`config.mk`:
```
export PLATFORM = sky130hd
export DESIGN_NAME = change_dispenser
export DESIGN_NICKNAME = d
export VERILOG_FILES = /design/src/rtl/change_dispenser_pkg.sv /design/src/rtl/change_dispenser_coin_tube.sv /design/src/rtl/change_dispenser.sv
export SDC_FILE = /design/constraint.sdc
export NUM_CORES = 1
export LEC_CHECK = 0
export ABC_AREA = 1
export CAP_MARGIN = 20
export CORE_AREA = 10 10 115 117
export DETAILED_ROUTE_END_ITERATION = 8
export DIE_AREA = 0 0 125 127
export GPL_ROUTABILITY_DRIVEN = 1
export PLACE_DENSITY = 0.51
export SKIP_LAST_GASP = 1
export SLEW_MARGIN = 20
export SYNTH_ARGS = -nofsm -noshare
export SYNTH_HDL_FRONTEND = slang
export SYNTH_HIERARCHICAL = 1
export SYNTH_SLANG_ARGS = --single-unit
```
`constraint.sdc`:
```
create_clock -name clk -period 4.13 [get_ports clk]
set_input_delay 0.6195 -clock clk [delete_from_list [all_inputs] [get_ports clk]]
set_output_delay 0.6195 -clock clk [all_outputs]
set_load 0.05 [all_outputs]
```
`src/rtl/change_dispenser_pkg.sv`:
```
// rtl/change_dispenser_pkg.sv - shared states, hopper codes, denominations and defaults
package change_dispenser_pkg;

  typedef enum logic [2:0] {
    ST_IDLE,
    ST_SELECT,
    ST_REQ,
    ST_RELEASE,
    ST_DONE
  } state_t;

  localparam logic [1:0] SEL_NONE = 2'b00;
  localparam logic [1:0] SEL_1    = 2'b01;
  localparam logic [1:0] SEL_2    = 2'b10;
  localparam logic [1:0] SEL_5    = 2'b11;

  localparam logic [7:0] DENOM_1 = 8'd1;
  localparam logic [7:0] DENOM_2 = 8'd2;
  localparam logic [7:0] DENOM_5 = 8'd5;

  localparam int TUBE_CAP_DEFAULT    = 15;
  localparam int ACK_TIMEOUT_DEFAULT = 255;

  function automatic logic [7:0] sel_value(input logic [1:0] sel);
    case (sel)
      SEL_1:   sel_value = DENOM_1;
      SEL_2:   sel_value = DENOM_2;
      SEL_5:   sel_value = DENOM_5;
      default: sel_value = 8'd0;
    endcase
  endfunction

endpackage

```
`src/rtl/change_dispenser_coin_tube.sv`:
```
// rtl/change_dispenser_coin_tube.sv - saturating 4-bit coin count with inc, dec and load-to-cap
module coin_tube #(
  parameter int CAP = 15
) (
  input  logic       clk,
  input  logic       rst_n,
  input  logic       inc,
  input  logic       dec,
  input  logic       load,
  output logic [3:0] cnt
);

  localparam logic [3:0] CAP_L = 4'(CAP);

  always_ff @(posedge clk or negedge rst_n) begin
    if (!rst_n) begin
      cnt <= 4'd0;
    end else if (load) begin
      cnt <= CAP_L;
    end else if (inc && !dec) begin
      if (cnt < CAP_L) cnt <= cnt + 4'd1;
    end else if (dec && !inc) begin
      if (cnt != 4'd0) cnt <= cnt - 4'd1;
    end
  end

endmodule

```
`src/rtl/change_dispenser.sv`:
```
// rtl/change_dispenser.sv - pays out change from three coin tubes over a four-phase hopper handshake
module change_dispenser
  import change_dispenser_pkg::*;
#(
  parameter int TUBE_CAP    = TUBE_CAP_DEFAULT,
  parameter int ACK_TIMEOUT = ACK_TIMEOUT_DEFAULT
) (
  input  logic       clk,
  input  logic       rst_n,
  input  logic       start,
  input  logic [7:0] change_amount,
  input  logic       coin_accepted,
  input  logic [7:0] coin_value,
  input  logic       refill,
  output logic       hopper_req,
  output logic [1:0] hopper_sel,
  input  logic       hopper_ack,
  output logic       busy,
  output logic       done,
  output logic [7:0] shortfall,
  output logic       fault,
  output logic [3:0] tube1_cnt,
  output logic [3:0] tube2_cnt,
  output logic [3:0] tube5_cnt
);

  localparam logic [7:0] WAIT_LAST = 8'(ACK_TIMEOUT - 1);

  state_t     state;
  logic [7:0] remaining;
  logic [7:0] wait_cnt;
  logic [1:0] pick_sel;
  logic       release_done;
  logic       wait_hit;

  // Largest denomination that still fits and has stock; never exceeds remaining.
  always_comb begin
    pick_sel = SEL_NONE;
    if (remaining >= DENOM_5 && tube5_cnt != 4'd0)      pick_sel = SEL_5;
    else if (remaining >= DENOM_2 && tube2_cnt != 4'd0) pick_sel = SEL_2;
    else if (remaining >= DENOM_1 && tube1_cnt != 4'd0) pick_sel = SEL_1;
  end

  assign release_done = (state == ST_RELEASE) && !hopper_ack;
  assign wait_hit     = (wait_cnt == WAIT_LAST);

  always_ff @(posedge clk or negedge rst_n) begin
    if (!rst_n) begin
      state      <= ST_IDLE;
      remaining  <= 8'd0;
      wait_cnt   <= 8'd0;
      hopper_req <= 1'b0;
      hopper_sel <= SEL_NONE;
      busy       <= 1'b0;
      done       <= 1'b0;
      shortfall  <= 8'd0;
      fault      <= 1'b0;
    end else begin
      done <= 1'b0;
      case (state)
        ST_IDLE: begin
          if (start) begin
            remaining <= change_amount;
            fault     <= 1'b0;
            busy      <= 1'b1;
            state     <= ST_SELECT;
          end
        end
        ST_SELECT: begin
          if (pick_sel != SEL_NONE) begin
            hopper_sel <= pick_sel;
            hopper_req <= 1'b1;
            wait_cnt   <= 8'd0;
            state      <= ST_REQ;
          end else begin
            done      <= 1'b1;
            shortfall <= remaining;
            state     <= ST_DONE;
          end
        end
        ST_REQ: begin
          if (hopper_ack) begin
            hopper_req <= 1'b0;
            wait_cnt   <= 8'd0;
            state      <= ST_RELEASE;
          end else if (wait_hit) begin
            hopper_req <= 1'b0;
            hopper_sel <= SEL_NONE;
            fault      <= 1'b1;
            done       <= 1'b1;
            shortfall  <= remaining;
            state      <= ST_DONE;
          end else begin
            wait_cnt <= wait_cnt + 8'd1;
          end
        end
        ST_RELEASE: begin
          if (!hopper_ack) begin
            remaining  <= remaining - sel_value(hopper_sel);
            hopper_sel <= SEL_NONE;
            state      <= ST_SELECT;
          end else if (wait_hit) begin
            hopper_sel <= SEL_NONE;
            fault      <= 1'b1;
            done       <= 1'b1;
            shortfall  <= remaining;
            state      <= ST_DONE;
          end else begin
            wait_cnt <= wait_cnt + 8'd1;
          end
        end
        ST_DONE: begin
          busy  <= 1'b0;
          state <= ST_IDLE;
        end
        default: state <= ST_IDLE;
      endcase
    end
  end

  // Inserts and deductions land in the same edge; the tube nets them, refill overrides.
  coin_tube #(.CAP(TUBE_CAP)) u_tube1 (
    .clk  (clk),
    .rst_n(rst_n),
    .inc  (coin_accepted && coin_value == DENOM_1),
    .dec  (release_done && hopper_sel == SEL_1),
    .load (refill),
    .cnt  (tube1_cnt)
  );

  coin_tube #(.CAP(TUBE_CAP)) u_tube2 (
    .clk  (clk),
    .rst_n(rst_n),
    .inc  (coin_accepted && coin_value == DENOM_2),
    .dec  (release_done && hopper_sel == SEL_2),
    .load (refill),
    .cnt  (tube2_cnt)
  );

  coin_tube #(.CAP(TUBE_CAP)) u_tube5 (
    .clk  (clk),
    .rst_n(rst_n),
    .inc  (coin_accepted && coin_value == DENOM_5),
    .dec  (release_done && hopper_sel == SEL_5),
    .load (refill),
    .cnt  (tube5_cnt)
  );

endmodule
```
==> flow_metrics.env, run 1 <==
export IMPL_internal_power_mw=1.154
export IMPL_crit_end="u_tube5/cnt[3]"
export IMPL_sequentialPowerShare_pct=30.5
export IMPL_fin_nets=578
export IMPL_cts_root_buffer_cell="sky130_fd_sc_hd__clkbuf_16"
export IMPL_worst_r2r_startpoint="state[2]"
export IMPL_cpPeakStageDelay_ps=410
export IMPL_detail_route_iter0_violations=153
export IMPL_reg2regPathDepth=16
export IMPL_postCtsSetupRepairBufs=0
export IMPL_worst_slew_margin_rel_pct=60.05
export IMPL_fraction_of_synthesized_cell_area_taken_by_the_top_area_cell_type_pct=33.81
export IMPL_die_area_sq_um=15880
export IMPL_antenna_violating_nets_post_route=0
export IMPL_placeableCoreArea_sq_um=11130
export IMPL_num_antenna_cells=0
export IMPL_setup_worst_path_class="input port to flip-flop"
export IMPL_finalClockSkew_ps=5.690
export IMPL_count_of_standard_cell_rows=39
export IMPL_netlist_area_sq_um=3331
export IMPL_clk_path_buf_depth=2
export IMPL_grt_ovfl_total=0
export IMPL_power_density_nw_per_um2=547.2
export IMPL_holdBufCountCts=0
export IMPL_ctsHtreeMaxLevel=2
export IMPL_synth_async_reset_ratio_pct=100.0
export IMPL_io_buffers=47
export IMPL_clock_tree_from_tritoncts="built"
export IMPL_status="finished, final reports clean"
export IMPL_synth_area_leaders="sky130_fd_sc_hd__dfrtp_1, sky130_fd_sc_hd__nand2_1, sky130_fd_sc_hd__inv_1"
export IMPL_dr_total_vias=3107
export IMPL_synth_cells=488
export IMPL_combPwrFrac_pct=51.6
export IMPL_grt_setup_unrepaired="false"
export IMPL_detailed_place_area_sq_um=3943
export IMPL_die_height_um=127
export IMPL_final_hold_violation_count=0
export IMPL_seq_area_frac_synth_pct=33.81
export IMPL_crit_path_start_kind="input port"
export IMPL_clk_transition_reported_paths_ps=70
export IMPL_setup_tns_final_ps=0
export IMPL_clkLatencyLatePin_ps=280
export IMPL_synth_warning_count=6
export IMPL_post_synthesis_area_per_instance_sq_um=6.825
export IMPL_final_period_minus_worst_setup_slack_ps=2667
export IMPL_worst_slew_pin_transition_ps=599.3
export IMPL_cts_sinks=45
export IMPL_worstPathRequired_ps=4310
export IMPL_drt_first_pass_iters=4
export IMPL_largest_net_degree_at_the_start_of_global_routing=46
export IMPL_detail_route_vias_per_cell=4.556
export IMPL_slowest_stage="sky130_fd_sc_hd__nor4_1"
export IMPL_met1_length_um=3932
export IMPL_floorplan_initialDensity_pct=29.94
export IMPL_path_common_cell="sky130_fd_sc_hd__nand2_1"
export IMPL_place_gp_congestion=0.8258
export IMPL_route_met3_wl_um=257
export IMPL_grt_first_pass_wirelength_um=14100
export IMPL_max_freq_ghz=0.3750
export IMPL_cts_resized=0
export IMPL_clock_power_share_pct=17.9
export IMPL_route_final_wire_length_um=8076
export IMPL_number_of_max_slew_violations_in_the_final_report=0
export IMPL_ff2ff_setup_slack_ps=1550
export IMPL_maxCapViolCount=0
export IMPL_synth_enable_flop_cells=0
export IMPL_cts_buffers_inserted=5
export IMPL_critical_path_peak_fanout=3
export IMPL_fin_crit_sh_pct=64.57
export IMPL_hpwl_um=6369
export IMPL_cp_arrival_ps=2840
export IMPL_grt_pass1_vias=3031
export IMPL_max_vdd_ir_drop_uv=420.9
export IMPL_synth_ff_latch_count=45
export IMPL_crit_chain="clkdlybuf4s50_1 -> nor2_1 -> nand4_1 -> nor4_1 -> ha_1 -> inv_1 -> ha_1 -> nand2_1 -> inv_1 -> nand3_1 -> nand2_1 -> nand2_1 -> nand3_1 -> nand2_1"
export IMPL_net_switching_share_of_the_total_power_pct=48.47
export IMPL_rr_endpoint="u_tube2/cnt[2]"
export IMPL_crit_path_start="coin_value[5]"
export IMPL_postSynthNetCount=528
export IMPL_routedWlPerCell_um=11.84
export IMPL_area_growth_pct=22.88
export IMPL_met2_wirelength_um=3806
export IMPL_ioPinCount=48
export IMPL_post_route_cell_area_sq_um=4093
export IMPL_p_leak_nw=2.076
export IMPL_dr_max_layer_used="met4"
export IMPL_antenna_found_initial=0
export IMPL_ys_dominant_reg_cell="sky130_fd_sc_hd__dfrtp_1"
export IMPL_yosysUniqueCellTypes=36
export IMPL_grt_use_total_pct=10.30
export IMPL_remaining_drc_errors=0
export IMPL_die_x_um=125
export IMPL_fillerInstances=1224
export IMPL_synth_top_area_cell="sky130_fd_sc_hd__dfrtp_1"
export IMPL_end_kind="flip-flop"
export IMPL_net_switching_power_figure_mw=1.085
export IMPL_finalSetupViolCount=0
export IMPL_holdCritPathClass="input port to async pin"
export IMPL_final_layout_size_suffix_gt1_share_pct=9.091
-- cell type report --
type	instances	area, sq um	share of cell area (%)
well taps	143	178.9	4.372
clock buffers	5	125.1	3.057
repair buffers	47	467.9	11.43
inverters	82	307.8	7.521
multi-input cells	357	1864	45.55
flip-flops and latches	45	1126	27.51
clock inverters	3	22.52	0.5503
-- cell usage in the layout, fill, tap and decap left out, types with 3 or more instances in the layout --
cell type,count
sky130_fd_sc_hd__xor2_1,3
sky130_fd_sc_hd__nor2_2,9
sky130_fd_sc_hd__o21ai_0,14
sky130_fd_sc_hd__inv_1,78
sky130_fd_sc_hd__o21ai_1,10
sky130_fd_sc_hd__nand2_4,4
sky130_fd_sc_hd__o22ai_1,3
sky130_fd_sc_hd__nand3_1,38
sky130_fd_sc_hd__nor2_1,49
sky130_fd_sc_hd__o21bai_2,3
sky130_fd_sc_hd__clkdlybuf4s50_1,46
sky130_fd_sc_hd__ha_1,17
sky130_fd_sc_hd__and2_1,3
sky130_fd_sc_hd__clkinvlp_4,3
sky130_fd_sc_hd__nand2_2,9
sky130_fd_sc_hd__nor2_4,3
sky130_fd_sc_hd__dfrtp_1,45
sky130_fd_sc_hd__clkbuf_16,5
sky130_fd_sc_hd__a21oi_1,11
sky130_fd_sc_hd__nand2_1,156
sky130_fd_sc_hd__inv_2,4
sky130_fd_sc_hd__nand4_1,4
sky130_fd_sc_hd__o21ai_2,3
-- sequential cells by signal, summed over array words and instances, names as in the netlist --
name / count
busy: 1
done: 1
fault: 1
hopper_req: 1
hopper_sel: 2
remaining: 8
shortfall: 8
state: 3
u_tube1/cnt: 4
u_tube2/cnt: 4
u_tube5/cnt: 4
wait_cnt: 8
-- metal layers --
metal | vias to the layer above | GRT usage [%]
met5 | - | 0
met4 | 0 | 3.049
met3 | 5 | 1.861
met2 | 47 | 17.74
met1 | 1427 | 12.84
li1 | 1628 | -
-- cell families after synthesis --
kind of cell	synth area share (%)
adder cells (fa/ha/maj)	6.987
flip-flops	33.81
XOR/XNOR	1.052
AND/OR/NAND/NOR	37.68
AO/OA/AOI/OAI	10.26
buffers and inverters	10.22
-- cells in the mapped netlist, types with 2 or more instances --
cell / n
sky130_fd_sc_hd__o2111ai_1: 2
sky130_fd_sc_hd__o21ai_0: 14
sky130_fd_sc_hd__dfrtp_1: 45
sky130_fd_sc_hd__ha_1: 17
sky130_fd_sc_hd__o211ai_1: 2
sky130_fd_sc_hd__nor2_2: 9
sky130_fd_sc_hd__o22ai_1: 3
sky130_fd_sc_hd__nor2_1: 49
sky130_fd_sc_hd__nand3_1: 38
sky130_fd_sc_hd__buf_6: 2
sky130_fd_sc_hd__nand2_2: 9
sky130_fd_sc_hd__nor4_1: 2
sky130_fd_sc_hd__xor2_1: 3
sky130_fd_sc_hd__o21ai_1: 10
sky130_fd_sc_hd__o21ai_2: 3
sky130_fd_sc_hd__inv_1: 78
sky130_fd_sc_hd__nor3_1: 2
sky130_fd_sc_hd__a21oi_1: 11
sky130_fd_sc_hd__and2_1: 3
sky130_fd_sc_hd__nand2_4: 4
sky130_fd_sc_hd__o21ai_4: 2
sky130_fd_sc_hd__inv_2: 4
sky130_fd_sc_hd__nor2_4: 3
sky130_fd_sc_hd__o21bai_2: 3
sky130_fd_sc_hd__nand2_1: 156
sky130_fd_sc_hd__nand4_1: 4
-- power groups by stage --
stage | Clock (mW) | Sequential [mW] | Combinational, mW
2_1_floorplan | 0 | 0.774 | 0.794
3_3_place_gp | 0 | 0.691 | 1.15
3_5_place_dp | 0 | 0.692 | 1.16
4_1_cts | 0.416 | 0.685 | 1.17
5_1_grt | 0.434 | 0.704 | 1.33
6_report | 0.401 | 0.683 | 1.16
-- how the worst min path moves through the flow --
| stage | from | end | slack [ps] | cells after the start |
|---|---|---|---|---|
| floorplan | rst_n | busy | 320 | 0 |
| global placement | shortfall[6] | shortfall[6] | 450 | 2 |
| detailed placement | shortfall[4] | shortfall[4] | 470 | 2 |
| CTS | shortfall[4] | shortfall[4] | 480 | 2 |
| global route | rst_n | shortfall[4] | 400 | 1 |
| finish | rst_n | wait_cnt[0] | 350 | 1 |
-- metrics by stage --
stage	cells	hold slack [ps]	worst slack [ps]	power, mW	util (%)
final	682	345.0	1463	2.239	36.79
after global routing	682	397.8	1238	2.467	36.79
after CTS	682	481.0	1419	2.269	36.76
after detailed placement	674	466.4	1114	1.853	35.44
after global placement	674	454.8	1261	1.843	35.44
after floorplan	488	323.9	1871	1.567	-
-- critical path, delay by kind of cell --
kind                     cells  cell delay, ps
adder cells (fa/ha/maj)      2             610
AND/OR/NAND/NOR              9            1050
buffers and inverters        3             550
Power figures use the tool's default switching activity.
==> run 2: changes to the inputs <==
clock period = 2.7 ns   (was 4.13 ns; I/O delays follow)
==> run 2 against run 1 <==
  * Via count decreased by 0.58%
  * Hold slack got worse by 330 ps
  * Non-clock buffer count increased by 4
  * Largest power group unchanged
  * Clock power increased by 49%
==> flow_metrics.env, run 2 (synthesis gave the netlist of run 1 again) <==
export IMPL_worst_r2r_startpoint="state[2]"
export IMPL_cp_arrival_ps=2610
export IMPL_placeableCoreArea_sq_um=11130
export IMPL_area_growth_pct=23.55
export IMPL_worst_slew_pin_transition_ps=508.8
export IMPL_ff2ff_setup_slack_ps=510
export IMPL_largestRegisters="remaining (8), shortfall (8), wait_cnt (8)"
export IMPL_post_route_util_pct=36.99
export IMPL_floorplan_initialDensity_pct=29.94
export IMPL_finalSetupViolCount=0
export IMPL_detail_route_iter0_violations=139
export IMPL_detailedPlace_worstSlack_ps=-58.19
export IMPL_cts_resized=0
export IMPL_clk_path_buf_depth=2
export IMPL_worst_slew_margin_rel_pct=65.72
export IMPL_grt_setup_unrepaired="false"
export IMPL_holdCritPathClass="input port to async pin"
export IMPL_worstPathRequired_ps=2870
export IMPL_final_hold_violation_count=0
export IMPL_power_density_nw_per_um2=830.7
export IMPL_clock_tree_from_tritoncts="built"
export IMPL_die_area_sq_um=15880
export IMPL_grt_first_pass_wirelength_um=14300
export IMPL_setup_worst_path_class="input port to flip-flop"
export IMPL_met2_wirelength_um=3771
export IMPL_finalClockSkew_ps=3.362
export IMPL_fin_hold_ws_ps=11.08
export IMPL_maxCapViolCount=0
export IMPL_reg2regPathDepth=16
export IMPL_fin_nets=582
export IMPL_cts_root_buffer_cell="sky130_fd_sc_hd__clkbuf_16"
export IMPL_die_x_um=125
export IMPL_route_final_wire_length_um=8115
export IMPL_max_vdd_ir_drop_uv=449.5
export IMPL_detail_route_vias_per_cell=4.503
export IMPL_num_antenna_cells=0
export IMPL_grt_pass1_vias=3023
export IMPL_end_kind="flip-flop"
export IMPL_status="finished, final reports clean"
export IMPL_met1_length_um=3888
export IMPL_routedWlPerCell_um=11.83
export IMPL_dr_max_layer_used="met4"
export IMPL_critical_path_peak_fanout=3
export IMPL_cts_sinks=45
export IMPL_fillerInstances=1211
export IMPL_fin_crit_sh_pct=90.39
export IMPL_cts_buffers_inserted=5
export IMPL_final_layout_size_suffix_gt1_share_pct=9.761
export IMPL_clkLatencyLatePin_ps=280
export IMPL_ioPinCount=48
export IMPL_postLayoutSetupSlackWorst_ps=259.3
export IMPL_p_leak_nw=2.102
export IMPL_holdBufCountCts=0
export IMPL_clk_transition_reported_paths_ps=60
export IMPL_largest_net_degree_at_the_start_of_global_routing=33
export IMPL_number_of_max_slew_violations_in_the_final_report=0
export IMPL_route_met3_wl_um=330
export IMPL_count_of_standard_cell_rows=39
export IMPL_antenna_found_initial=0
export IMPL_hpwl_um=6465
export IMPL_die_height_um=127
export IMPL_dr_total_vias=3089
export IMPL_crit_path_start_kind="input port"
export IMPL_grt_ovfl_total=0
export IMPL_remaining_drc_errors=0
export IMPL_io_buffers=47
export IMPL_place_gp_congestion=0.8686
export IMPL_design_power_total_mw=3.419
export IMPL_antenna_violating_nets_post_route=0
export IMPL_most_common_cell_after_layout_fill_and_taps_aside="sky130_fd_sc_hd__nand2_1"
export IMPL_grt_use_total_pct=10.31
export IMPL_ctsHtreeMaxLevel=2
export IMPL_final_period_minus_worst_setup_slack_ps=2441
export IMPL_rr_endpoint="u_tube1/cnt[2]"
export IMPL_max_freq_ghz=0.4097
export IMPL_final_cell_mix="sky130_fd_sc_hd__nand2_1, sky130_fd_sc_hd__inv_1, sky130_fd_sc_hd__nor2_1, sky130_fd_sc_hd__clkdlybuf4s50_1, sky130_fd_sc_hd__dfrtp_1"
export IMPL_drt_first_pass_iters=6
export IMPL_postCtsSetupRepairBufs=0
-- run 2: changes by cell type in the layout (fill, tap and decap cells not counted) --
cell and delta:
sky130_fd_sc_hd__buf_2 +1, sky130_fd_sc_hd__buf_4 +3, sky130_fd_sc_hd__clkinv_2 +2, sky130_fd_sc_hd__clkinvlp_4 -2
-- run 2: cell type report --
cell class	instances	area, sq um	share of cell area, %
clock buffer	5	125.1	3.040
sequential	45	1126	27.36
timing repair buffer	51	495.5	12.04
inverter	82	307.8	7.479
multi-input combinational	357	1864	45.30
clock inverter	3	17.52	0.4257
tap	143	178.9	4.348
-- run 2: worst max-delay path, stage by stage --
cell                              delay (ps)
sky130_fd_sc_hd__clkdlybuf4s50_1         400
sky130_fd_sc_hd__nor2_1                  160
sky130_fd_sc_hd__nand4_1                 130
sky130_fd_sc_hd__nor4_1                  290
sky130_fd_sc_hd__buf_4                   180
sky130_fd_sc_hd__ha_1                    200
sky130_fd_sc_hd__inv_1                    90
sky130_fd_sc_hd__ha_1                    320
sky130_fd_sc_hd__nand2_1                  60
sky130_fd_sc_hd__inv_1                    70
sky130_fd_sc_hd__nand3_1                  80
sky130_fd_sc_hd__nand2_1                  80
sky130_fd_sc_hd__nand2_1                  50
sky130_fd_sc_hd__nand3_1                  60
sky130_fd_sc_hd__nand2_1                  50
-- run 2: worst max-delay path by stage --
stage | cells past startpoint | endpoint | from
final | 15 | u_tube5/cnt[3] | coin_value[7]
after global placement | 15 | u_tube5/cnt[3] | coin_value[7]
after floorplan | 15 | u_tube2/cnt[2] | hopper_sel[1]
after CTS | 15 | u_tube5/cnt[3] | coin_value[7]
after detailed placement | 15 | u_tube5/cnt[3] | coin_value[7]
after global routing | 15 | u_tube5/cnt[3] | coin_value[7]
-- run 2: report_power, final --
part | internal [mW] | total (mW) | switching (mW)
clock | 0.340 | 0.597 | 0.258
combinational | 0.609 | 1.78 | 1.17
sequential | 0.826 | 1.05 | 0.220
-- run 2: layer usage --
| layer | vias to the layer above | global-route usage, % |
|---|---|---|
| li1 | 1641 | - |
| met1 | 1392 | 12.98 |
| met2 | 48 | 17.25 |
| met3 | 8 | 2.192 |
| met4 | 0 | 3.252 |
| met5 | - | 0 |
-- run 2: through the flow --
step	setup TNS (ps)	std cells	instance area, sq um
finish	0	686	4115
global route	0	686	4115
CTS	0	686	4115
detailed placement	-72.29	678	3973
global placement	-5.506	678	3973
floorplan	0	488	3331
==> run 3: changes to the inputs <==
CTS_BUF_LIST = sky130_fd_sc_hd__clkbuf_8   (was default)
TNS_END_PERCENT = 50   (was default)
clock period = 2.8 ns   (was 2.7 ns; I/O delays follow)
==> run 3 against run 2 <==
  * Setup slack improved by 100 ps
  * Sequential share of layout area up 0.28 points
  * First-iteration DRC count up 13%
  * Critical path depth did not move
  * Clock skew increased by 6.3 ps
  * Critical endpoint unchanged
  * Global-route usage fell by 0.051 points
==> flow_metrics.env, run 3 (synthesis gave the netlist of run 1 again) <==
export IMPL_drt_first_pass_iters=5
export IMPL_clkLatencyLatePin_ps=300
export IMPL_clk_path_buf_depth=2
export IMPL_detail_route_vias_per_cell=4.517
export IMPL_count_of_standard_cell_rows=39
export IMPL_regArea_sq_um=1126
export IMPL_met2_wirelength_um=3831
export IMPL_fillerInstances=1184
export IMPL_power_density_nw_per_um2=778.2
export IMPL_max_freq_ghz=0.4102
export IMPL_cts_buffers_inserted=5
export IMPL_post_route_cell_area_sq_um=4074
export IMPL_antenna_violating_nets_post_route=0
export IMPL_grt_ovfl_total=0
export IMPL_reg2regPathDepth=16
export IMPL_rr_endpoint="u_tube1/cnt[2]"
export IMPL_met1_length_um=3934
export IMPL_detail_route_iter0_violations=157
export IMPL_cts_resized=0
export IMPL_cts_root_buffer_cell="sky130_fd_sc_hd__clkbuf_8"
export IMPL_largestRegisters="remaining (8), shortfall (8), wait_cnt (8)"
export IMPL_finalSetupViolCount=0
export IMPL_remaining_drc_errors=0
export IMPL_fin_crit_sh_pct=87.06
export IMPL_number_of_max_slew_violations_in_the_final_report=0
export IMPL_multi_input_area_sq_um=1864
export IMPL_worstPathRequired_ps=2980
export IMPL_end_kind="flip-flop"
export IMPL_slowest_stage="sky130_fd_sc_hd__clkdlybuf4s50_1"
export IMPL_grt_use_total_pct=10.25
export IMPL_final_hold_violation_count=0
export IMPL_setup_tns_final_ps=0
export IMPL_most_common_cell_after_layout_fill_and_taps_aside="sky130_fd_sc_hd__nand2_1"
export IMPL_placeableCoreArea_sq_um=11130
export IMPL_detailedPlace_worstSlack_ps=76.83
export IMPL_holdCritPathClass="input port to async pin"
export IMPL_die_area_sq_um=15880
export IMPL_max_vdd_ir_drop_uv=476.3
export IMPL_cts_sinks=45
export IMPL_routedWlPerCell_um=11.88
export IMPL_route_final_wire_length_um=8153
export IMPL_postLayoutSetupSlackWorst_ps=362.4
export IMPL_finalClockSkew_ps=9.642
export IMPL_holdBufCountCts=0
export IMPL_hpwl_um=6525
export IMPL_num_antenna_cells=0
export IMPL_place_gp_congestion=0.8664
export IMPL_p_leak_nw=2.087
export IMPL_ctsHtreeMaxLevel=2
export IMPL_grt_setup_unrepaired="false"
export IMPL_dr_max_layer_used="met4"
export IMPL_clk_transition_reported_paths_ps=90
export IMPL_postCtsSetupRepairBufs=0
export IMPL_ff2ff_setup_slack_ps=620
export IMPL_critical_path_peak_fanout=3
export IMPL_crit_buf_inv=4
export IMPL_die_x_um=125
export IMPL_path_common_cell="sky130_fd_sc_hd__nand2_1"
export IMPL_cpLargestDelayFamily="simple AND/OR/NAND/NOR gates"
export IMPL_final_cell_mix="sky130_fd_sc_hd__nand2_1, sky130_fd_sc_hd__inv_1, sky130_fd_sc_hd__nor2_1, sky130_fd_sc_hd__clkdlybuf4s50_1, sky130_fd_sc_hd__dfrtp_1"
export IMPL_largest_net_degree_at_the_start_of_global_routing=33
export IMPL_final_period_minus_worst_setup_slack_ps=2438
export IMPL_maxCapViolCount=0
export IMPL_worst_slew_pin_transition_ps=517.7
export IMPL_route_met3_wl_um=311
export IMPL_die_height_um=127
export IMPL_antenna_found_initial=0
export IMPL_status="finished, final reports clean"
export IMPL_grt_first_pass_wirelength_um=14280
export IMPL_setup_worst_path_class="input port to flip-flop"
export IMPL_crit_path_start_kind="input port"
export IMPL_io_buffers=47
export IMPL_area_growth_pct=22.31
export IMPL_dr_total_vias=3099
export IMPL_floorplan_initialDensity_pct=29.94
export IMPL_crit_chain="clkdlybuf4s50_1 -> nor2_1 -> nand4_1 -> nor4_1 -> buf_4 -> ha_1 -> inv_1 -> ha_1 -> nand2_1 -> inv_1 -> nand3_1 -> nand2_1 -> nand2_1 -> nand3_1 -> nand2_1"
export IMPL_clock_tree_from_tritoncts="built"
export IMPL_worst_r2r_startpoint="state[2]"
export IMPL_grt_pass1_vias=3039
export IMPL_final_layout_size_suffix_gt1_share_pct=9.761
export IMPL_ioPinCount=48
export IMPL_cp_arrival_ps=2620
export IMPL_detailed_place_area_sq_um=3973
export IMPL_fin_nets=582
export IMPL_worst_slew_margin_rel_pct=65.38
export IMPL_cpPeakStageDelay_ps=400
## run 3: metrics by stage
stage / power [mW] / utilization, % / hold slack (ps) / cells
2_1_floorplan: 2.312 / - / 124.4 / 488
3_3_place_gp: 2.731 / 35.71 / 338.4 / 678
3_5_place_dp: 2.753 / 35.71 / 344.1 / 678
4_1_cts: 3.212 / 36.62 / 15.42 / 686
5_1_grt: 3.491 / 36.62 / 18.23 / 686
6_report: 3.170 / 36.62 / 8.535 / 686
## run 3: layout make-up
type                       instances  share of cell area [%]
clock buffer                       7                   2.365
multi-input combinational        357                   45.76
timing repair buffer              51                   12.16
clock inverter                     1                  0.1229
inverter                          82                   7.555
tap                              143                   4.392
sequential                        45                   27.64
## run 3: worst max path at each step
stage	depth (start not counted)	slack [ps]	from	end
CTS	15	370	coin_value[7]	u_tube5/cnt[3]
global placement	15	80	coin_value[7]	u_tube5/cnt[3]
finish	15	360	coin_value[7]	u_tube5/cnt[3]
floorplan	15	540	hopper_sel[1]	u_tube2/cnt[2]
global route	15	110	coin_value[7]	u_tube5/cnt[3]
detailed placement	15	80	coin_value[7]	u_tube5/cnt[3]
## run 3: routing by layer
layer	global-route usage, %	vias up
met5	0	-
met4	2.439	0
met3	2.151	5
met2	17.40	49
met1	13.03	1411
li1	-	1634
## run 3: power by group
part	internal [mW]	leakage (nW)	switching [mW]
clock network	0.223	0.0542	0.219
logic	0.587	1.50	1.13
registers	0.795	0.534	0.213
total	1.61	2.09	1.57
